$ cat src/rtl/mem_arb_pkg.sv
// Shared definitions for the MCB write/command port arbiter:
// FSM state encoding, MCB command opcodes and write FIFO depth.
package mem_arb_pkg;

    typedef enum logic [1:0] {
        ST_IDLE   = 2'd0,
        ST_GRANT0 = 2'd1,
        ST_GRANT1 = 2'd2,
        ST_GAP    = 2'd3
    } arb_state_t;

    localparam logic [2:0] MCB_INSTR_WRITE    = 3'b000;
    localparam logic [2:0] MCB_INSTR_READ     = 3'b001;
    localparam logic [2:0] MCB_INSTR_WRITE_AP = 3'b010;
    localparam logic [2:0] MCB_INSTR_READ_AP  = 3'b011;

    localparam int MCB_WR_DEPTH = 64;
    localparam int PEND_W       = 8;

endpackage

$ cat src/rtl/mem_port_arbiter_if.sv
// Bundle of both requester ports and the MCB user port. The arbiter uses the
// slave view; the environment (requesters plus memory controller) uses master.
interface mem_port_arbiter_if;

    logic        r0_req,       r1_req;
    logic        r0_grant,     r1_grant;
    logic        r0_cmd_en,    r1_cmd_en;
    logic [2:0]  r0_cmd_instr, r1_cmd_instr;
    logic [5:0]  r0_cmd_bl,    r1_cmd_bl;
    logic [29:0] r0_cmd_byte_addr, r1_cmd_byte_addr;
    logic        r0_wr_en,     r1_wr_en;
    logic [3:0]  r0_wr_mask,   r1_wr_mask;
    logic [31:0] r0_wr_data,   r1_wr_data;
    logic        r0_cmd_full,  r1_cmd_full;
    logic        r0_wr_full,   r1_wr_full;
    logic        r0_cmd_empty, r1_cmd_empty;
    logic        r0_wr_empty,  r1_wr_empty;
    logic [6:0]  r0_wr_count,  r1_wr_count;
    logic        r0_wr_underrun, r1_wr_underrun;
    logic        r0_wr_error,  r1_wr_error;

    logic        mem_cmd_en;
    logic [2:0]  mem_cmd_instr;
    logic [5:0]  mem_cmd_bl;
    logic [29:0] mem_cmd_byte_addr;
    logic        mem_wr_en;
    logic [3:0]  mem_wr_mask;
    logic [31:0] mem_wr_data;
    logic        mem_cmd_full, mem_cmd_empty;
    logic        mem_wr_full,  mem_wr_empty;
    logic [6:0]  mem_wr_count;
    logic        mem_wr_underrun, mem_wr_error;

    modport slave (
        input  r0_req, r0_cmd_en, r0_cmd_instr, r0_cmd_bl, r0_cmd_byte_addr,
               r0_wr_en, r0_wr_mask, r0_wr_data,
               r1_req, r1_cmd_en, r1_cmd_instr, r1_cmd_bl, r1_cmd_byte_addr,
               r1_wr_en, r1_wr_mask, r1_wr_data,
               mem_cmd_full, mem_cmd_empty, mem_wr_full, mem_wr_empty,
               mem_wr_count, mem_wr_underrun, mem_wr_error,
        output r0_grant, r0_cmd_full, r0_wr_full, r0_cmd_empty, r0_wr_empty,
               r0_wr_count, r0_wr_underrun, r0_wr_error,
               r1_grant, r1_cmd_full, r1_wr_full, r1_cmd_empty, r1_wr_empty,
               r1_wr_count, r1_wr_underrun, r1_wr_error,
               mem_cmd_en, mem_cmd_instr, mem_cmd_bl, mem_cmd_byte_addr,
               mem_wr_en, mem_wr_mask, mem_wr_data
    );

    modport master (
        output r0_req, r0_cmd_en, r0_cmd_instr, r0_cmd_bl, r0_cmd_byte_addr,
               r0_wr_en, r0_wr_mask, r0_wr_data,
               r1_req, r1_cmd_en, r1_cmd_instr, r1_cmd_bl, r1_cmd_byte_addr,
               r1_wr_en, r1_wr_mask, r1_wr_data,
               mem_cmd_full, mem_cmd_empty, mem_wr_full, mem_wr_empty,
               mem_wr_count, mem_wr_underrun, mem_wr_error,
        input  r0_grant, r0_cmd_full, r0_wr_full, r0_cmd_empty, r0_wr_empty,
               r0_wr_count, r0_wr_underrun, r0_wr_error,
               r1_grant, r1_cmd_full, r1_wr_full, r1_cmd_empty, r1_wr_empty,
               r1_wr_count, r1_wr_underrun, r1_wr_error,
               mem_cmd_en, mem_cmd_instr, mem_cmd_bl, mem_cmd_byte_addr,
               mem_wr_en, mem_wr_mask, mem_wr_data
    );

endinterface

$ cat src/rtl/mem_arb_pending_tracker.sv
// Counts write words pushed but not yet consumed by a write command, with
// saturation at 0 and the FIFO depth; flags underflow, overflow, dirty release.
module mem_arb_pending_tracker
    import mem_arb_pkg::*;
(
    input  logic              clk,
    input  logic              reset,
    input  logic              i_wr,
    input  logic              i_cmd_wr,
    input  logic [5:0]        i_cmd_bl,
    input  logic              i_release,
    output logic [PEND_W-1:0] o_count,
    output logic              o_err
);

    localparam logic signed [9:0] DEPTH_S = MCB_WR_DEPTH[9:0];

    logic [PEND_W-1:0] r_count;
    logic signed [9:0] w_inc, w_dec, w_sum;
    logic [PEND_W-1:0] w_sat;
    logic              w_under, w_over, w_rel_err;

    always_comb begin
        w_inc     = i_wr ? 10'sd1 : 10'sd0;
        w_dec     = i_cmd_wr ? ($signed({4'b0000, i_cmd_bl}) + 10'sd1) : 10'sd0;
        w_sum     = $signed({2'b00, r_count}) + w_inc - w_dec;
        w_under   = (w_sum < 10'sd0);
        w_over    = (w_sum > DEPTH_S);
        w_sat     = w_under ? '0 : (w_over ? DEPTH_S[PEND_W-1:0] : w_sum[PEND_W-1:0]);
        // Release is judged on the count after this cycle's beat is applied.
        w_rel_err = i_release && (w_sat != '0);
        o_err     = w_under || w_over || w_rel_err;
    end

    always_ff @(posedge clk) begin
        if (reset) begin
            r_count <= '0;
        end else if (i_release) begin
            r_count <= '0;
        end else begin
            r_count <= w_sat;
        end
    end

    assign o_count = r_count;

endmodule

$ cat src/rtl/mem_port_arbiter.sv
// Round-robin, whole-transaction owner of the MCB write/command port shared by
// the SD loader (r0) and the CPU/video path (r1), with a dead cycle between owners.
module mem_port_arbiter
    import mem_arb_pkg::*;
(
    input  logic              clk,
    input  logic              reset,
    mem_port_arbiter_if.slave bus,
    output logic              protocol_error
);

    arb_state_t        r_state, w_state_nxt;
    logic              r_last_grant, w_last_nxt;
    logic              r_perr;
    logic              w_release;
    logic              w_gnt0, w_gnt1;
    logic              w_ungranted;
    logic              w_trk_err;
    logic [PEND_W-1:0] w_pending;

    logic              w_cmd_en, w_wr_en;
    logic [2:0]        w_cmd_instr;
    logic [5:0]        w_cmd_bl;
    logic [29:0]       w_cmd_addr;
    logic [3:0]        w_wr_mask;
    logic [31:0]       w_wr_data;

    assign w_gnt0 = (r_state == ST_GRANT0);
    assign w_gnt1 = (r_state == ST_GRANT1);

    always_comb begin
        w_state_nxt = r_state;
        w_last_nxt  = r_last_grant;
        w_release   = 1'b0;
        case (r_state)
            ST_IDLE: begin
                // On a tie the requester not served last wins.
                if (bus.r0_req && bus.r1_req)
                    w_state_nxt = r_last_grant ? ST_GRANT0 : ST_GRANT1;
                else if (bus.r0_req)
                    w_state_nxt = ST_GRANT0;
                else if (bus.r1_req)
                    w_state_nxt = ST_GRANT1;
            end
            ST_GRANT0: begin
                if (!bus.r0_req) begin
                    w_state_nxt = ST_GAP;
                    w_last_nxt  = 1'b0;
                    w_release   = 1'b1;
                end
            end
            ST_GRANT1: begin
                if (!bus.r1_req) begin
                    w_state_nxt = ST_GAP;
                    w_last_nxt  = 1'b1;
                    w_release   = 1'b1;
                end
            end
            ST_GAP:  w_state_nxt = ST_IDLE;
            default: w_state_nxt = ST_IDLE;
        endcase
    end

    always_ff @(posedge clk) begin
        if (reset) begin
            r_state      <= ST_IDLE;
            r_last_grant <= 1'b1;
        end else begin
            r_state      <= w_state_nxt;
            r_last_grant <= w_last_nxt;
        end
    end

    always_comb begin
        w_cmd_en    = 1'b0;
        w_cmd_instr = '0;
        w_cmd_bl    = '0;
        w_cmd_addr  = '0;
        w_wr_en     = 1'b0;
        w_wr_mask   = '0;
        w_wr_data   = '0;
        if (w_gnt0) begin
            w_cmd_en    = bus.r0_cmd_en;
            w_cmd_instr = bus.r0_cmd_instr;
            w_cmd_bl    = bus.r0_cmd_bl;
            w_cmd_addr  = bus.r0_cmd_byte_addr;
            w_wr_en     = bus.r0_wr_en;
            w_wr_mask   = bus.r0_wr_mask;
            w_wr_data   = bus.r0_wr_data;
        end else if (w_gnt1) begin
            w_cmd_en    = bus.r1_cmd_en;
            w_cmd_instr = bus.r1_cmd_instr;
            w_cmd_bl    = bus.r1_cmd_bl;
            w_cmd_addr  = bus.r1_cmd_byte_addr;
            w_wr_en     = bus.r1_wr_en;
            w_wr_mask   = bus.r1_wr_mask;
            w_wr_data   = bus.r1_wr_data;
        end
    end

    assign bus.mem_cmd_en        = w_cmd_en;
    assign bus.mem_cmd_instr     = w_cmd_instr;
    assign bus.mem_cmd_bl        = w_cmd_bl;
    assign bus.mem_cmd_byte_addr = w_cmd_addr;
    assign bus.mem_wr_en         = w_wr_en;
    assign bus.mem_wr_mask       = w_wr_mask;
    assign bus.mem_wr_data       = w_wr_data;

    assign bus.r0_grant       = w_gnt0;
    assign bus.r1_grant       = w_gnt1;
    assign bus.r0_cmd_full    = w_gnt0 ? bus.mem_cmd_full : 1'b1;
    assign bus.r0_wr_full     = w_gnt0 ? bus.mem_wr_full  : 1'b1;
    assign bus.r1_cmd_full    = w_gnt1 ? bus.mem_cmd_full : 1'b1;
    assign bus.r1_wr_full     = w_gnt1 ? bus.mem_wr_full  : 1'b1;
    assign bus.r0_cmd_empty   = bus.mem_cmd_empty;
    assign bus.r1_cmd_empty   = bus.mem_cmd_empty;
    assign bus.r0_wr_empty    = bus.mem_wr_empty;
    assign bus.r1_wr_empty    = bus.mem_wr_empty;
    assign bus.r0_wr_count    = bus.mem_wr_count;
    assign bus.r1_wr_count    = bus.mem_wr_count;
    assign bus.r0_wr_underrun = bus.mem_wr_underrun;
    assign bus.r1_wr_underrun = bus.mem_wr_underrun;
    assign bus.r0_wr_error    = bus.mem_wr_error;
    assign bus.r1_wr_error    = bus.mem_wr_error;

    // Activity from a requester that does not own the port is dropped and flagged.
    assign w_ungranted = ((bus.r0_cmd_en || bus.r0_wr_en) && !w_gnt0) ||
                         ((bus.r1_cmd_en || bus.r1_wr_en) && !w_gnt1);

    mem_arb_pending_tracker u_trk (
        .clk       (clk),
        .reset     (reset),
        .i_wr      (w_wr_en),
        .i_cmd_wr  (w_cmd_en && !w_cmd_instr[0]),
        .i_cmd_bl  (w_cmd_bl),
        .i_release (w_release),
        .o_count   (w_pending),
        .o_err     (w_trk_err)
    );

    always_ff @(posedge clk) begin
        if (reset)
            r_perr <= 1'b0;
        else if (w_trk_err || w_ungranted)
            r_perr <= 1'b1;
    end

    assign protocol_error = r_perr;

endmodule
$ cat src/flat_wrapper.sv
// flat-port wrapper written by rule: the top's interface ports become plain ports
module mem_port_arbiter_flat import mem_arb_pkg::*;
  (clk, reset, protocol_error, bus_r0_req, bus_r0_cmd_en, bus_r0_cmd_instr, bus_r0_cmd_bl, bus_r0_cmd_byte_addr, bus_r0_wr_en, bus_r0_wr_mask, bus_r0_wr_data, bus_r1_req, bus_r1_cmd_en, bus_r1_cmd_instr, bus_r1_cmd_bl, bus_r1_cmd_byte_addr, bus_r1_wr_en, bus_r1_wr_mask, bus_r1_wr_data, bus_mem_cmd_full, bus_mem_cmd_empty, bus_mem_wr_full, bus_mem_wr_empty, bus_mem_wr_count, bus_mem_wr_underrun, bus_mem_wr_error, bus_r0_grant, bus_r0_cmd_full, bus_r0_wr_full, bus_r0_cmd_empty, bus_r0_wr_empty, bus_r0_wr_count, bus_r0_wr_underrun, bus_r0_wr_error, bus_r1_grant, bus_r1_cmd_full, bus_r1_wr_full, bus_r1_cmd_empty, bus_r1_wr_empty, bus_r1_wr_count, bus_r1_wr_underrun, bus_r1_wr_error, bus_mem_cmd_en, bus_mem_cmd_instr, bus_mem_cmd_bl, bus_mem_cmd_byte_addr, bus_mem_wr_en, bus_mem_wr_mask, bus_mem_wr_data);
  mem_port_arbiter_if bus_i ();
  input  logic clk;
  input  logic reset;
  output logic protocol_error;
  input wire logic [$bits(bus_i.r0_req)-1:0] bus_r0_req;
  input wire logic [$bits(bus_i.r0_cmd_en)-1:0] bus_r0_cmd_en;
  input wire logic [$bits(bus_i.r0_cmd_instr)-1:0] bus_r0_cmd_instr;
  input wire logic [$bits(bus_i.r0_cmd_bl)-1:0] bus_r0_cmd_bl;
  input wire logic [$bits(bus_i.r0_cmd_byte_addr)-1:0] bus_r0_cmd_byte_addr;
  input wire logic [$bits(bus_i.r0_wr_en)-1:0] bus_r0_wr_en;
  input wire logic [$bits(bus_i.r0_wr_mask)-1:0] bus_r0_wr_mask;
  input wire logic [$bits(bus_i.r0_wr_data)-1:0] bus_r0_wr_data;
  input wire logic [$bits(bus_i.r1_req)-1:0] bus_r1_req;
  input wire logic [$bits(bus_i.r1_cmd_en)-1:0] bus_r1_cmd_en;
  input wire logic [$bits(bus_i.r1_cmd_instr)-1:0] bus_r1_cmd_instr;
  input wire logic [$bits(bus_i.r1_cmd_bl)-1:0] bus_r1_cmd_bl;
  input wire logic [$bits(bus_i.r1_cmd_byte_addr)-1:0] bus_r1_cmd_byte_addr;
  input wire logic [$bits(bus_i.r1_wr_en)-1:0] bus_r1_wr_en;
  input wire logic [$bits(bus_i.r1_wr_mask)-1:0] bus_r1_wr_mask;
  input wire logic [$bits(bus_i.r1_wr_data)-1:0] bus_r1_wr_data;
  input wire logic [$bits(bus_i.mem_cmd_full)-1:0] bus_mem_cmd_full;
  input wire logic [$bits(bus_i.mem_cmd_empty)-1:0] bus_mem_cmd_empty;
  input wire logic [$bits(bus_i.mem_wr_full)-1:0] bus_mem_wr_full;
  input wire logic [$bits(bus_i.mem_wr_empty)-1:0] bus_mem_wr_empty;
  input wire logic [$bits(bus_i.mem_wr_count)-1:0] bus_mem_wr_count;
  input wire logic [$bits(bus_i.mem_wr_underrun)-1:0] bus_mem_wr_underrun;
  input wire logic [$bits(bus_i.mem_wr_error)-1:0] bus_mem_wr_error;
  output wire logic [$bits(bus_i.r0_grant)-1:0] bus_r0_grant;
  output wire logic [$bits(bus_i.r0_cmd_full)-1:0] bus_r0_cmd_full;
  output wire logic [$bits(bus_i.r0_wr_full)-1:0] bus_r0_wr_full;
  output wire logic [$bits(bus_i.r0_cmd_empty)-1:0] bus_r0_cmd_empty;
  output wire logic [$bits(bus_i.r0_wr_empty)-1:0] bus_r0_wr_empty;
  output wire logic [$bits(bus_i.r0_wr_count)-1:0] bus_r0_wr_count;
  output wire logic [$bits(bus_i.r0_wr_underrun)-1:0] bus_r0_wr_underrun;
  output wire logic [$bits(bus_i.r0_wr_error)-1:0] bus_r0_wr_error;
  output wire logic [$bits(bus_i.r1_grant)-1:0] bus_r1_grant;
  output wire logic [$bits(bus_i.r1_cmd_full)-1:0] bus_r1_cmd_full;
  output wire logic [$bits(bus_i.r1_wr_full)-1:0] bus_r1_wr_full;
  output wire logic [$bits(bus_i.r1_cmd_empty)-1:0] bus_r1_cmd_empty;
  output wire logic [$bits(bus_i.r1_wr_empty)-1:0] bus_r1_wr_empty;
  output wire logic [$bits(bus_i.r1_wr_count)-1:0] bus_r1_wr_count;
  output wire logic [$bits(bus_i.r1_wr_underrun)-1:0] bus_r1_wr_underrun;
  output wire logic [$bits(bus_i.r1_wr_error)-1:0] bus_r1_wr_error;
  output wire logic [$bits(bus_i.mem_cmd_en)-1:0] bus_mem_cmd_en;
  output wire logic [$bits(bus_i.mem_cmd_instr)-1:0] bus_mem_cmd_instr;
  output wire logic [$bits(bus_i.mem_cmd_bl)-1:0] bus_mem_cmd_bl;
  output wire logic [$bits(bus_i.mem_cmd_byte_addr)-1:0] bus_mem_cmd_byte_addr;
  output wire logic [$bits(bus_i.mem_wr_en)-1:0] bus_mem_wr_en;
  output wire logic [$bits(bus_i.mem_wr_mask)-1:0] bus_mem_wr_mask;
  output wire logic [$bits(bus_i.mem_wr_data)-1:0] bus_mem_wr_data;
  assign bus_i.r0_req = bus_r0_req;
  assign bus_i.r0_cmd_en = bus_r0_cmd_en;
  assign bus_i.r0_cmd_instr = bus_r0_cmd_instr;
  assign bus_i.r0_cmd_bl = bus_r0_cmd_bl;
  assign bus_i.r0_cmd_byte_addr = bus_r0_cmd_byte_addr;
  assign bus_i.r0_wr_en = bus_r0_wr_en;
  assign bus_i.r0_wr_mask = bus_r0_wr_mask;
  assign bus_i.r0_wr_data = bus_r0_wr_data;
  assign bus_i.r1_req = bus_r1_req;
  assign bus_i.r1_cmd_en = bus_r1_cmd_en;
  assign bus_i.r1_cmd_instr = bus_r1_cmd_instr;
  assign bus_i.r1_cmd_bl = bus_r1_cmd_bl;
  assign bus_i.r1_cmd_byte_addr = bus_r1_cmd_byte_addr;
  assign bus_i.r1_wr_en = bus_r1_wr_en;
  assign bus_i.r1_wr_mask = bus_r1_wr_mask;
  assign bus_i.r1_wr_data = bus_r1_wr_data;
  assign bus_i.mem_cmd_full = bus_mem_cmd_full;
  assign bus_i.mem_cmd_empty = bus_mem_cmd_empty;
  assign bus_i.mem_wr_full = bus_mem_wr_full;
  assign bus_i.mem_wr_empty = bus_mem_wr_empty;
  assign bus_i.mem_wr_count = bus_mem_wr_count;
  assign bus_i.mem_wr_underrun = bus_mem_wr_underrun;
  assign bus_i.mem_wr_error = bus_mem_wr_error;
  assign bus_r0_grant = bus_i.r0_grant;
  assign bus_r0_cmd_full = bus_i.r0_cmd_full;
  assign bus_r0_wr_full = bus_i.r0_wr_full;
  assign bus_r0_cmd_empty = bus_i.r0_cmd_empty;
  assign bus_r0_wr_empty = bus_i.r0_wr_empty;
  assign bus_r0_wr_count = bus_i.r0_wr_count;
  assign bus_r0_wr_underrun = bus_i.r0_wr_underrun;
  assign bus_r0_wr_error = bus_i.r0_wr_error;
  assign bus_r1_grant = bus_i.r1_grant;
  assign bus_r1_cmd_full = bus_i.r1_cmd_full;
  assign bus_r1_wr_full = bus_i.r1_wr_full;
  assign bus_r1_cmd_empty = bus_i.r1_cmd_empty;
  assign bus_r1_wr_empty = bus_i.r1_wr_empty;
  assign bus_r1_wr_count = bus_i.r1_wr_count;
  assign bus_r1_wr_underrun = bus_i.r1_wr_underrun;
  assign bus_r1_wr_error = bus_i.r1_wr_error;
  assign bus_mem_cmd_en = bus_i.mem_cmd_en;
  assign bus_mem_cmd_instr = bus_i.mem_cmd_instr;
  assign bus_mem_cmd_bl = bus_i.mem_cmd_bl;
  assign bus_mem_cmd_byte_addr = bus_i.mem_cmd_byte_addr;
  assign bus_mem_wr_en = bus_i.mem_wr_en;
  assign bus_mem_wr_mask = bus_i.mem_wr_mask;
  assign bus_mem_wr_data = bus_i.mem_wr_data;
  mem_port_arbiter u_core (.clk(clk), .reset(reset), .bus(bus_i), .protocol_error(protocol_error));
endmodule
$ cat config.mk
export PLATFORM = sky130hd
export DESIGN_NAME = mem_port_arbiter_flat
export DESIGN_NICKNAME = d
export VERILOG_FILES = /design/src/rtl/mem_arb_pkg.sv /design/src/rtl/mem_port_arbiter_if.sv /design/src/rtl/mem_arb_pending_tracker.sv /design/src/rtl/mem_port_arbiter.sv /design/src/flat_wrapper.sv
export SDC_FILE = /design/constraint.sdc
export NUM_CORES = 1
export LEC_CHECK = 0
export ABC_CLOCK_PERIOD_IN_PS = 5500
export CAP_MARGIN = 40
export CORE_AREA = 5 5 105 107
export CTS_CLUSTER_DIAMETER = 50
export CTS_CLUSTER_SIZE = 20
export DETAILED_ROUTE_END_ITERATION = 10
export DIE_AREA = 0 0 110 112
export PLACE_DENSITY = 0.85
export SLEW_MARGIN = 0
export SYNTH_ARGS = -nofsm -noshare
export SYNTH_HDL_FRONTEND = slang
export SYNTH_HIERARCHICAL = 1
export SYNTH_SLANG_ARGS = --single-unit
$ cat constraint.sdc
create_clock -name clk -period 5.5 [get_ports clk]
set_input_delay 1.1 -clock clk [delete_from_list [all_inputs] [get_ports clk]]
set_output_delay 1.1 -clock clk [all_outputs]
set_load 0.02 [all_outputs]
==> impl_metrics.py <==
metrics = {
    "die": {
        "dieArea_um2": 12320,
        "start_util_pct": 25.05,
        "coreArea_um2": 10050,
        "die_w_um": 110,
        "io_pins": 277,
        "rows": 37,
        "die_y_um": 112,
    },
    "place": {
        "gp_congestion": 0.8994,
        "dp.cells": 766,
        "place.port_buffers": 243,
        "hpwlAfterDp_mm": 10.53,
        "post-place-ws_ns": 0.6337,
    },
    "global_routing": {
        "grt_pass1_wl_mm": 17.33,
        "grt_max_degree": 96,
        "grt_usage_pct": 17.89,
        "grt_pass1_vias": 3226,
        "grt_overflow": 0,
        "antenna_found_initial": 5,
    },
    "synthesis": {
        "synth-edff-count": 0,
        "synth_seq_area_share_pct": 9.547,
        "synth_top_family_by_area": "simple AND/OR/NAND/NOR gates",
        "yosysWarnings": 6,
        "synthFlopType": "dfxtp_1",
        "syn_area_per_cell_um2": 5.811,
        "yosysUniqueCellTypes": 50,
        "netlist_area_um2": 2516,
        "async_flop_share_pct": 0,
        "syn-num-nets": 621,
        "postSynthCellCount": 433,
        "yosys.area_share.simple_pct": 36.80,
        "synthXorXnorAreaFrac_pct": 5.221,
        "synth_compound_area_share_pct": 25.71,
        "yosys.area_share.adder_pct": 8.752,
        "synthMuxAreaShare_pct": 0.7956,
        "synth_seq_cells": 12,
    },
    "setup_path": {
        "cp.required_ns": 5.61,
        "max_stage_delay_ns": 0.63,
        "arrival_ns": 4.83,
        "cp_common_cell": "nand2_1",
        "worstPathMaxFanout": 32,
        "slowest_stage": "ha_2",
        "path_cells": "inv_1 > ha_2 > buf_4 > nand2_1 > o21ai_0 > nand3_1 > xnor2_1 > nand2_1 > ha_1 > or2_1 > o221a_4 > o311ai_0 > o211ai_1 > a211o_1 > nor3_1 > nor2_1",
        "worstSetupPathType": "flip-flop to flip-flop",
        "start_kind": "flip-flop",
        "end_kind": "flip-flop",
    },
    "clock_network": {
        "cts_buffers": 3,
        "cts_max_level": 1,
        "post-cts-setup-buffers": 0,
        "clkSinkCount": 12,
        "root_buffer": "clkbuf_8",
        "insertion_delay_ns": 0.23,
        "cts_tree": "built",
        "cts_resized": 0,
        "clkTransAtPathRegs_ns": 0.05,
        "cts-hold-fix-buffers": 0,
        "cts_buffer_depth": 2,
    },
    "sta": {
        "max_slew_margin_pct": 49.34,
        "period_share_pct": 85.85,
        "drv_slew": 0,
        "max_slew.worst_pin.slew_ns": 0.7599,
        "max_freq_mhz": 211.8,
        "timing.final.crit_period_ns": 4.722,
        "fin_worst_skew_ns": 0.003751,
        "grt_setup_unrepaired": "no",
        "setup_tns_ns": 0,
        "finalSetupViolCount": 0,
        "fin_ws_ns": 0.7784,
        "finalHoldViolations": 0,
    },
    "routing": {
        "first_iter_violations": 199,
        "vias": 3474,
        "post-route-drc-count": 0,
        "postRouteAntennaNets": 0,
        "routed_wl_mm": 12.23,
        "first_pass_iters": 4,
        "drt-wirelength-per-cell_um": 15.86,
        "via_per_inst": 4.506,
    },
    "layout": {
        "n_fill_cell": 1004,
        "stdcell_count": 771,
        "layout-drive-gt1-share_pct": 3.002,
        "nNetsFinal": 823,
        "syn_to_final_growth_pct": 94.93,
        "final_util_pct": 48.82,
    },
    "power": {
        "power_density_nw_per_um2": 521.9,
        "p_leak_nw": 1.764,
        "ir_drop_v": 0.0003056,
        "p_total_w": 0.002560,
    },
    "status": {
        "outcome": "finished clean",
    },
    "worst_hold_path": {
        "hold_path_class": "flip-flop to flip-flop",
    },
    "job": {
        "maxCapViolCount": 0,
    },
}
==> per-stage QoR <==
step / cell area [µm²] / hold slack [ns]
2_1_floorplan: 2516 / 0.5065
3_3_place_gp: 4858 / 0.4931
3_5_place_dp: 4858 / 0.4789
4_1_cts: 4900 / 0.4969
5_1_grt: 4900 / 0.5484
6_report: 4905 / 0.5040
==> metal layers <==
metal | routed length, µm | track usage (%) | vias up
met5 | 41 | 0 | -
met4 | 140 | 2.660 | 8
met3 | 1827 | 10.32 | 20
met2 | 5517 | 30.26 | 145
met1 | 4702 | 19.66 | 1476
li1 | - | - | 1825
==> worst max-delay path: cells and delay by family, from the launching register on <==
family,cells,cell delay (ns)
and+or+nand+nor,6,0.88
DFF,1,0.36
AOI/OAI and AO/OA,5,1.80
adders and majority gates,2,0.90
buffers and inverters,2,0.43
xor gates and xnor gates,1,0.20
==> cells by family (layout without fill, tap and decap cells) <==
kind of cell | Yosys count | after routing
simple gates | 219 | 219
compound gates | 110 | 110
buf+inv | 57 | 257
fa+ha+maj | 17 | 17
xor+xnor | 15 | 15
flops | 12 | 12
mux | 2 | 2
other cells | 1 | 3
==> synth_stat cells, types with 2 or more instances <==
cell / instances / area share (%)
a21oi_1: 7 / 1.4
buf_2: 10 / 2.0
buf_4: 25 / 7.5
clkbuf_1: 13 / 1.9
dfxtp_1: 12 / 9.5
ha_1: 16 / 8.0
inv_1: 8 / 1.2
mux2i_1: 2 / 0.80
nand2_1: 166 / 25
nand2b_1: 7 / 1.7
nand3_1: 6 / 1.2
nor2_1: 14 / 2.1
nor2b_1: 4 / 0.99
nor3_1: 4 / 0.80
nor4_1: 4 / 0.99
o21a_1: 2 / 0.60
o21ai_0: 79 / 16
o22ai_1: 5 / 1.2
or2_2: 4 / 0.99
or3_1: 2 / 0.50
xnor2_1: 8 / 2.8
xor2_1: 7 / 2.4
==> cells in the final DEF, fill, tap and decap left out, drive strengths merged, types with 7 or more instances in the layout <==
cell type      instances
a21oi                  7
clkdlybuf4s50        243
xnor2                  8
nand2b                 7
nor2                  14
ha                    16
inv                    8
o21ai                 79
dfxtp                 12
nand2                166
xor2                   7
==> sequential cells by signal, summed over array words and instances, names as in the netlist <==
signal and cells:
u_core/r_last_grant 1, u_core/r_state 2, u_core/u_trk/o_count 8, u_core/protocol_error 1
==> area by class of cell <==
| cell class | instances | area [µm²] | share of cell area [%] |
|---|---|---|---|
| Sequential cell | 12 | 240.2 | 4.898 |
| Inverter | 8 | 30.03 | 0.6122 |
| Multi-Input combinational cell | 364 | 1963 | 40.03 |
| Tap cell | 136 | 170.2 | 3.469 |
| Clock buffer | 3 | 41.29 | 0.8418 |
| Timing Repair Buffer | 246 | 2455 | 50.05 |
| Antenna cell | 2 | 5.005 | 0.1020 |
==> final timing paths <==
check | from | to | slack (ns) | cells past startpoint
max | u_core/r_state[0]$_SDFFE_PP0P_ | u_core/protocol_error$_SDFFE_PP0P_ | 0.78 | 16
min | u_core/protocol_error$_SDFFE_PP0P_ | u_core/protocol_error$_SDFFE_PP0P_ | 0.50 | 2
max reg2reg | u_core/r_state[0]$_SDFFE_PP0P_ | u_core/protocol_error$_SDFFE_PP0P_ | 0.78 | 16
min reg2reg | u_core/protocol_error$_SDFFE_PP0P_ | u_core/protocol_error$_SDFFE_PP0P_ | 0.50 | 2
==> report_power, final <==
group | internal [W] | switching (W) | total [W]
Combinational | 0.00104 | 0.00130 | 0.00234
Clock | 0.0000479 | 0.0000278 | 0.0000757
Sequential | 0.000118 | 0.0000245 | 0.000142
(Power assumes the default switching activity.)
